<file path="src/rtl/seg7_accel_display.sv">
// Accelerometer byte display: captures bytes from the SPI controller, converts them to decimal
// with a serial double-dabble FSM and scans a 4-digit common-anode 7-segment display.
module seg7_accel_display #(
  parameter int unsigned REFRESH_DIVIDE = 31250,
  parameter bit          SIGNED_MODE    = 1'b1
) (
  input  logic       CLK,
  input  logic       RESET_N,
  input  logic [7:0] DATA_IN,
  input  logic       DATA_VALID,
  output logic [6:0] SEG,
  output logic [3:0] AN,
  output logic       DP,
  output logic       BUSY,
  output logic       UPDATED
);

  localparam int unsigned      CNT_W     = (REFRESH_DIVIDE > 1) ? $clog2(REFRESH_DIVIDE) : 1;
  localparam logic [CNT_W-1:0] CNT_LAST  = CNT_W'(REFRESH_DIVIDE - 1);
  localparam logic [6:0]       SEG_BLANK = 7'h7F;
  localparam logic [6:0]       SEG_MINUS = 7'h3F;

  typedef enum logic [1:0] {
    S_IDLE,
    S_CONVERT,
    S_LOAD
  } state_t;

  logic [1:0] rst_sync_q, rst_sync_d;
  logic       rst_int_n;

  state_t           state_q, state_d;
  logic             dv_q, dv_d;
  logic             sign_q, sign_d;
  logic [7:0]       mag_q, mag_d;
  logic [11:0]      bcd_q, bcd_d;
  logic [3:0]       iter_q, iter_d;
  logic             pend_flag_q, pend_flag_d;
  logic [7:0]       pend_byte_q, pend_byte_d;
  logic             disp_sign_q, disp_sign_d;
  logic [11:0]      disp_bcd_q, disp_bcd_d;
  logic             updated_q, updated_d;
  logic [CNT_W-1:0] refresh_q, refresh_d;
  logic [1:0]       scan_q, scan_d;
  logic [6:0]       seg_q, seg_d;
  logic [3:0]       an_q, an_d;

  logic        capture;
  logic        start;
  logic [7:0]  start_byte;
  logic [11:0] bcd_adj;
  logic [19:0] shifted;
  logic        wrap;
  logic [6:0]  slot_seg;

  function automatic logic [6:0] digit_seg(input logic [3:0] d);
    logic [6:0] s;
    case (d)
      4'd0:    s = 7'h40;
      4'd1:    s = 7'h79;
      4'd2:    s = 7'h24;
      4'd3:    s = 7'h30;
      4'd4:    s = 7'h19;
      4'd5:    s = 7'h12;
      4'd6:    s = 7'h02;
      4'd7:    s = 7'h78;
      4'd8:    s = 7'h00;
      4'd9:    s = 7'h10;
      default: s = SEG_BLANK;
    endcase
    return s;
  endfunction

  // Returns {sign, magnitude}; 0x80 negates to 0x80, which reads correctly as 128 unsigned.
  function automatic logic [8:0] split_byte(input logic [7:0] b);
    logic [7:0] neg;
    neg = ~b + 8'd1;
    if (SIGNED_MODE && b[7]) return {1'b1, neg};
    else return {1'b0, b};
  endfunction

  // Release of the external reset is re-timed to CLK so every flop leaves reset together.
  always_comb begin
    rst_sync_d = {rst_sync_q[0], 1'b1};
  end

  always_ff @(posedge CLK or negedge RESET_N) begin
    if (!RESET_N) rst_sync_q <= 2'b00;
    else          rst_sync_q <= rst_sync_d;
  end

  assign rst_int_n = rst_sync_q[1];

  always_comb begin
    state_d     = state_q;
    dv_d        = DATA_VALID;
    sign_d      = sign_q;
    mag_d       = mag_q;
    bcd_d       = bcd_q;
    iter_d      = iter_q;
    pend_flag_d = pend_flag_q;
    pend_byte_d = pend_byte_q;
    disp_sign_d = disp_sign_q;
    disp_bcd_d  = disp_bcd_q;
    updated_d   = 1'b0;
    capture     = DATA_VALID & ~dv_q;
    start       = 1'b0;
    start_byte  = DATA_IN;
    bcd_adj     = bcd_q;
    shifted     = '0;

    case (state_q)
      S_IDLE: begin
        if (capture) begin
          start      = 1'b1;
          start_byte = DATA_IN;
        end else if (pend_flag_q) begin
          start       = 1'b1;
          start_byte  = pend_byte_q;
          pend_flag_d = 1'b0;
        end
      end
      S_CONVERT: begin
        for (int i = 0; i < 3; i++) begin
          if (bcd_adj[i*4 +: 4] >= 4'd5) bcd_adj[i*4 +: 4] = bcd_adj[i*4 +: 4] + 4'd3;
        end
        shifted = {bcd_adj, mag_q} << 1;
        bcd_d   = shifted[19:8];
        mag_d   = shifted[7:0];
        iter_d  = iter_q - 4'd1;
        if (iter_q == 4'd1) state_d = S_LOAD;
        if (capture) begin
          pend_flag_d = 1'b1;
          pend_byte_d = DATA_IN;
        end
      end
      S_LOAD: begin
        updated_d   = 1'b1;
        disp_sign_d = sign_q;
        disp_bcd_d  = bcd_q;
        state_d     = S_IDLE;
        if (pend_flag_q) begin
          start       = 1'b1;
          start_byte  = pend_byte_q;
          pend_flag_d = 1'b0;
        end
        // A byte arriving while the old pending one is consumed becomes the next pending byte.
        if (capture) begin
          pend_flag_d = 1'b1;
          pend_byte_d = DATA_IN;
        end
      end
      default: state_d = S_IDLE;
    endcase

    if (start) begin
      {sign_d, mag_d} = split_byte(start_byte);
      bcd_d           = '0;
      iter_d          = 4'd8;
      state_d         = S_CONVERT;
    end
  end

  always_comb begin
    wrap      = (refresh_q == CNT_LAST);
    refresh_d = wrap ? '0 : refresh_q + 1'b1;
    scan_d    = scan_q;
    an_d      = an_q;
    seg_d     = seg_q;
    case (scan_q)
      2'd0:    slot_seg = digit_seg(disp_bcd_q[3:0]);
      2'd1:    slot_seg = (disp_bcd_q[11:4] == 8'd0) ? SEG_BLANK : digit_seg(disp_bcd_q[7:4]);
      2'd2:    slot_seg = (disp_bcd_q[11:8] == 4'd0) ? SEG_BLANK : digit_seg(disp_bcd_q[11:8]);
      default: slot_seg = (SIGNED_MODE && disp_sign_q) ? SEG_MINUS : SEG_BLANK;
    endcase
    if (wrap) begin
      scan_d = scan_q + 2'd1;
      an_d   = ~(4'b0001 << scan_q);
      seg_d  = slot_seg;
    end
  end

  always_ff @(posedge CLK or negedge rst_int_n) begin
    if (!rst_int_n) begin
      state_q     <= S_IDLE;
      dv_q        <= 1'b0;
      sign_q      <= 1'b0;
      mag_q       <= '0;
      bcd_q       <= '0;
      iter_q      <= '0;
      pend_flag_q <= 1'b0;
      pend_byte_q <= '0;
      disp_sign_q <= 1'b0;
      disp_bcd_q  <= '0;
      updated_q   <= 1'b0;
      refresh_q   <= '0;
      scan_q      <= '0;
      seg_q       <= SEG_BLANK;
      an_q        <= 4'hF;
    end else begin
      state_q     <= state_d;
      dv_q        <= dv_d;
      sign_q      <= sign_d;
      mag_q       <= mag_d;
      bcd_q       <= bcd_d;
      iter_q      <= iter_d;
      pend_flag_q <= pend_flag_d;
      pend_byte_q <= pend_byte_d;
      disp_sign_q <= disp_sign_d;
      disp_bcd_q  <= disp_bcd_d;
      updated_q   <= updated_d;
      refresh_q   <= refresh_d;
      scan_q      <= scan_d;
      seg_q       <= seg_d;
      an_q        <= an_d;
    end
  end

  assign SEG     = seg_q;
  assign AN      = an_q;
  assign DP      = 1'b1;
  assign BUSY    = (state_q != S_IDLE);
  assign UPDATED = updated_q;

endmodule

</file>
<file path="config.mk">
export PLATFORM = sky130hd
export DESIGN_NAME = seg7_accel_display
export DESIGN_NICKNAME = d
export VERILOG_FILES = /design/src/rtl/seg7_accel_display.sv
export SDC_FILE = /design/constraint.sdc
export NUM_CORES = 1
export LEC_CHECK = 0
export BUFFER_PORTS_ARGS = -buffer_cell sky130_fd_sc_hd__buf_2
export CORE_ASPECT_RATIO = 0.9
export CORE_MARGIN = 1.5
export CORE_UTILIZATION = 45
export DETAILED_ROUTE_END_ITERATION = 8
export SLEW_MARGIN = 10
export SYNTH_ARGS = -nofsm -noshare
export SYNTH_HDL_FRONTEND = slang
export SYNTH_SLANG_ARGS = --single-unit
</file>
<file path="constraint.sdc">
create_clock -name CLK -period 3.4 [get_ports CLK]
set_input_delay 0.17 -clock CLK [delete_from_list [all_inputs] [get_ports CLK]]
set_output_delay 0.17 -clock CLK [all_outputs]
set_load 0.03 [all_outputs]
</file>
Word level (Yosys, flattened, before mapping)
Memory sizes are Yosys's and may differ from the RTL's.
Index checks and enable logic that the tools add are counted.
- bits of input ports: 11
- flip-flop bits (word level): 81
- memories: 3
- bits in read-only memories: 336
- multiplexer cells: 29
- magnitude comparators: 3
- bitwise gates (word level): 4
- add/sub/neg operators: 7
- reduce and logical (&&, ||, !) cells: 11
- shift operators: 1
- equal/unequal tests: 10
- memories (name ; depth ; bits a word ; rd ports ; clocked after memory_dff ; wr ports ; line ; text):
    (no name shown) ; 16 ; 7 ; 1 ; 0 ; 0 ; 58 ; case (d)
    (no name shown) ; 16 ; 7 ; 1 ; 0 ; 0 ; 58 ;
    (no name shown) ; 16 ; 7 ; 1 ; 0 ; 0 ; 58 ;
- operators with widths (kind ; number):
    2-to-1 mux 8 bit ; 4
    2-to-1 mux 12 bit ; 2
    2-to-1 mux 7 bit ; 3
    case mux 7 bit (3 select lines) ; 1
    2-to-1 mux 4 bit ; 4
    case mux 8 bit (2 select lines) ; 1
    adder 15 x 1 -> 15 bit, second input constant ; 1
    == test 15 bit, second input constant ; 1
    2-to-1 mux 15 bit ; 1
    >= comparator 4 x 3 -> 1 bit, second input constant ; 3
    2-to-1 mux 9 bit ; 1
    adder 4 x 2 -> 4 bit, second input constant ; 2
    adder 8 x 1 -> 8 bit, second input constant ; 1
    logical NOT 8 bit ; 1
    NOT 8 bit ; 1
    2-to-1 mux 1 bit ; 6
    inequality test 2 bit, second input constant ; 3
    == test 2 x 1 -> 1 bit, second input constant ; 2
    == test 2 bit, second input constant ; 2
    == test 4 x 1 -> 1 bit, second input constant ; 1
    logical NOT 2 bit ; 2
    logical NOT 4 bit ; 1
    2-to-1 mux 2 bit ; 2
    NOT 4 bit ; 1
    other kinds (16) ; 18

Longest topological paths before layout
- depth after elaboration: 8
- mapped depth: 11
- gate-level depth less buffers: 11

Worst setup path after synthesis
Ideal clock, no wire load.
- path kind: register to register
- from: register state_q[0]
- to: register mag_q[6]
- data arrival time: 2.017 ns
- library setup time: 0.151 ns
- path buffers: 1
- period minus slack after synthesis: 2.168 ns
- slack: 1.232 ns
- required time: 3.249 ns
- stages on the path, launching flop included: 11
- path through: dfrtp_1 inv_1 ha_1 o21ai_1 a21o_1 buf_2 a22oi_1 ha_1 o221ai_1 o41ai_1 a211oi_1
- longest elaborated chain between the ends: 6
- RTL lines (item ; line ; text):
    start, declared ; 32 ; state_t state_q, state_d;
    start signal, assigned ; 201 ; state_q <= state_d;
    == test 2 bit or logical NOT 2 bit (tied branches) ; 112 ; case (state_q)
    case mux 8 bit (2 select lines) ; 112 ;
    NOT 8 bit ; 77 ; neg = ~b + 8'd1;
    adder 8 x 1 -> 8 bit ; 77 ;
    2-to-1 mux 9 bit ; 78 ; if (SIGNED_MODE && b[7]) return {1'b1, neg};
    2-to-1 mux 8 bit ; 156 ; if (start) begin
    end signal, assigned ; 204 ; mag_q <= mag_d;
    end, declared ; 35 ; logic [7:0] mag_q, mag_d;
Parallel ways exist; a longest one is shown, timed or not.
A chain may end at the register's enable or synchronous reset.

Worst setup path after layout
- from: input DATA_VALID
- to: register mag_q[6]
- longest elaborated chain between the ends: 7
- RTL lines (item ; line ; text):
    start, declared ; 10 ; input logic DATA_VALID,
    AND 1 bit * ; 106 ; capture = DATA_VALID & ~dv_q;
    2-to-1 mux 8 bit ; 114 ; if (capture) begin
    case mux 8 bit (2 select lines) ; 112 ;
    NOT 8 bit ; 77 ;
    adder 8 x 1 -> 8 bit ; 77 ;
    2-to-1 mux 9 bit ; 78 ;
    2-to-1 mux 8 bit ; 156 ;
Every way passes the cells marked *; elsewhere a longest branch is shown, timed or not.

==> impl_results.md <==
* Final ANT Viol Nets at 0
* Switching share of power at 0.397
* Die area at 11000 um2
* Leakage power at 2.29 nW
* Diode count at 0
* Metal2 WL at 4220 um
* Routability-driven placement congestion ratio at 0.827
* Commonest non-fill, non-tap cell in the layout: dfrtp_1
* EDFF count, synth at 0
* CP endpoint kind: flip-flop
* Die height at 99.8 um
* Async SR Flop Fraction at 1.00
* Most common flop cell mapped by yosys: dfrtp_1
* GR Overflow Total at 0
* Rel. slew slack at 0.321
* Vias in the first global route at 3339
* Synthesized area at 4680 um2
* Routed length on met3 at 271 um
* Seq/Total Area, Yosys at 0.436
* Vias at 3463
* Peak supply drop at 0.491 mV
* Final HPWL DP at 6520 um
* Clock latency at the later pin of the worst-skew pair at 0.34 ns
* H-tree lvl count at 3
* Area Overhead vs Synth at 10.9%
* Share of cells above drive strength 1 at 0.153
* Largest net degree at the start of global routing at 80
* # IOs at 25
* Max-Cap Viols at 0
* R2r setup slk at 0.98 ns
* Core outline area at 10200 um2
* Top sig layer: met4
* Footprint of the multi-input gates at 2450 um2
* Number of CTS-inserted buffers at 9
* Final number of hold-violating endpoints at 0
* Vias per cell at 5.32
* Antenna violations before repair at 0
* Worst-path clk slew at 0.06 ns
* Final Power at 0.00413 W
* Hold buffer count at CTS at 2
* Tmin final at 2.50 ns
* Fmax at 401 MHz
* Setup TNS at 0 ns
* Clock sink total at 81
* Crit path required time at 3.58 ns
* Startpoint types: input port
* Total Nets Final at 563
* Root buf cell: clkbuf_16
* Final WL at 9210 um
* Post-DP Area at 4900 um2
* Clock network fraction of total power at 0.215
* Register area at 2040 um2
* Die span in x at 111 um
* Logic gate share of total power at 0.409
* Hold_ws at 0.0968 ns
* Clock skew at 0.00874 ns
* Worst Path Arrival at 2.68 ns
* Final period util at 0.734
* Initial core utilization at 0.459
* Port Buffers at 23
* Wire per inst at 14.1 um
* Worst slew pin tran at 1.02 ns
* Worst hold path depth at 2
* Number of post-CTS setup repair buffers at 0
* Kind of critical path: in -> reg
* Cell taking the most area after synthesis: dfrtp_1
* Total GRT Usage at 0.177
* Post-cts sizing count at 0
* DR DRC count at 0
* Sequential Power Share at 0.377
* # setup viols final at 0
* PwrDens at 795 nW/um2
* CP Max Fanout at 10
* Outcome: finished clean
* Switching power of the nets at 0.00164 W
* DRT iter0 DRCs at 187
* Cell Int Power at 0.00249 W
* FP Rows at 35
* Fillers at 944
* Top post-synthesis cells by area: dfrtp_1 37%, ha_1 9.3%, dfstp_2 6.2%
* Synth cell types at 54
* Final instance area at 5200 um2
* Synthesized flop and latch total at 81
* Synth Warn # at 0
* Syn Area/Cell at 9.41 um2
* Worst R2R Path Depth at 9
* Type of the most critical hold path: in -> reg
* Drt pass-1 iters at 4
* M1 wire length at 4590 um
* Commonest non-fill, non-tap cells in the layout: 69 x dfrtp_1, 58 x nor2_1, 50 x o21ai_0, 50 x nand2_1, 35 x ha_1
* Unrepaired setup endpoints after global routing: false
* Final Max Slew Viols at 0
* Gate Count Post-Synth at 498
* CTS max path bufs at 2
* CTS tree: built
* First-pass GRT wire length at 15900 um
* Post-synth top area share at 0.374
sequential cells by signal, summed over array words and instances (netlist names), 2 cells and up:
name / cells
AN: 4
SEG: 7
bcd_q: 12
disp_bcd_q: 12
iter_q: 4
mag_q: 8
pend_byte_q: 8
refresh_q: 15
rst_sync_q: 2
scan_q: 2
state_q: 2
through the flow:
step	util	instances	setup WS, ns
finish	0.509	651	0.904
global route	0.509	651	0.585
CTS	0.509	651	0.896
detailed placement	0.481	633	0.980
global placement	0.481	633	1.10
floorplan	-	499	0.996
Yosys cell counts, types with 6 or more instances:
| library cell | n |
|---|---|
| dfstp_2 | 11 |
| mux2_2 | 20 |
| inv_1 | 26 |
| a211oi_1 | 6 |
| nor2_1 | 58 |
| a22oi_1 | 7 |
| xor2_1 | 10 |
| clkbuf_1 | 9 |
| mux2i_1 | 12 |
| ha_1 | 35 |
| nand2b_1 | 9 |
| o21ai_0 | 50 |
| a21oi_1 | 25 |
| xnor2_1 | 13 |
| nand3_1 | 12 |
| dfrtp_1 | 70 |
| buf_2 | 9 |
| nand2_1 | 50 |
layer usage:
layer	up-vias	global-route usage
met1	1633	0.240
li1	1768	-
met5	-	0
met4	0	0.0542
met2	49	0.288
met3	13	0.0405
critical path, stage by stage:
cell and delay (ns):
dlygate4sd3_1 0.52, buf_2 0.10, nor2b_1 0.58, o21ai_2 0.26, a22oi_1 0.25, ha_1 0.21, o221ai_1 0.16, o41ai_1 0.35
a211oi_1 0.09
kinds of logic (layout without fill, tap and decap cells):
logic type      count (synthesis)  count (layout)  synth area share
mux                            32              32            0.0737
compound gates                124             124             0.166
buf+inv                        49              72            0.0425
fa+ha+maj                      35              35            0.0935
simple gates                  153             153             0.145
flops                          81              81             0.436
other cells                     1               2          0.000801
xor+xnor                       23              23            0.0430
path summary, 6_finish.rpt:
| check | from | to |
|---|---|---|
| worst max-delay path | DATA_VALID | mag_q[6]$_DFFE_PN0P_ |
| worst min-delay path | DATA_IN[6] | pend_byte_q[6]$_DFFE_PN0P_ |
| worst max register to register | state_q[1]$_DFFE_PN0P_ | mag_q[6]$_DFFE_PN0P_ |
| worst min register to register | rst_sync_q[0]$_DFF_PN0_ | rst_sync_q[1]$_DFF_PN0_ |
| max in group asynchronous | rst_sync_q[1]$_DFF_PN0_ | refresh_q[14]$_DFF_PN0_ |
| min in group asynchronous | RESET_N | rst_sync_q[1]$_DFF_PN0_ |
power groups by stage:
stage | Combinational (W) | Sequential, W | Clock [W]
6_report | 0.00169 | 0.00156 | 0.000887
5_1_grt | 0.00194 | 0.00162 | 0.000943
4_1_cts | 0.00169 | 0.00156 | 0.000910
3_5_place_dp | 0.00168 | 0.00157 | 0
3_3_place_gp | 0.00165 | 0.00156 | 0
2_1_floorplan | 0.00142 | 0.00143 | 0
layout make-up:
type                       count  share of cell area
tap                          129              0.0311
clock inverter                 3             0.00337
sequential                    81               0.393
multi-input combinational    369               0.472
inverter                      26              0.0188
clock buffer                  13              0.0482
timing repair buffer          30              0.0332
No activity file was read; power rests on OpenSTA's default activity.
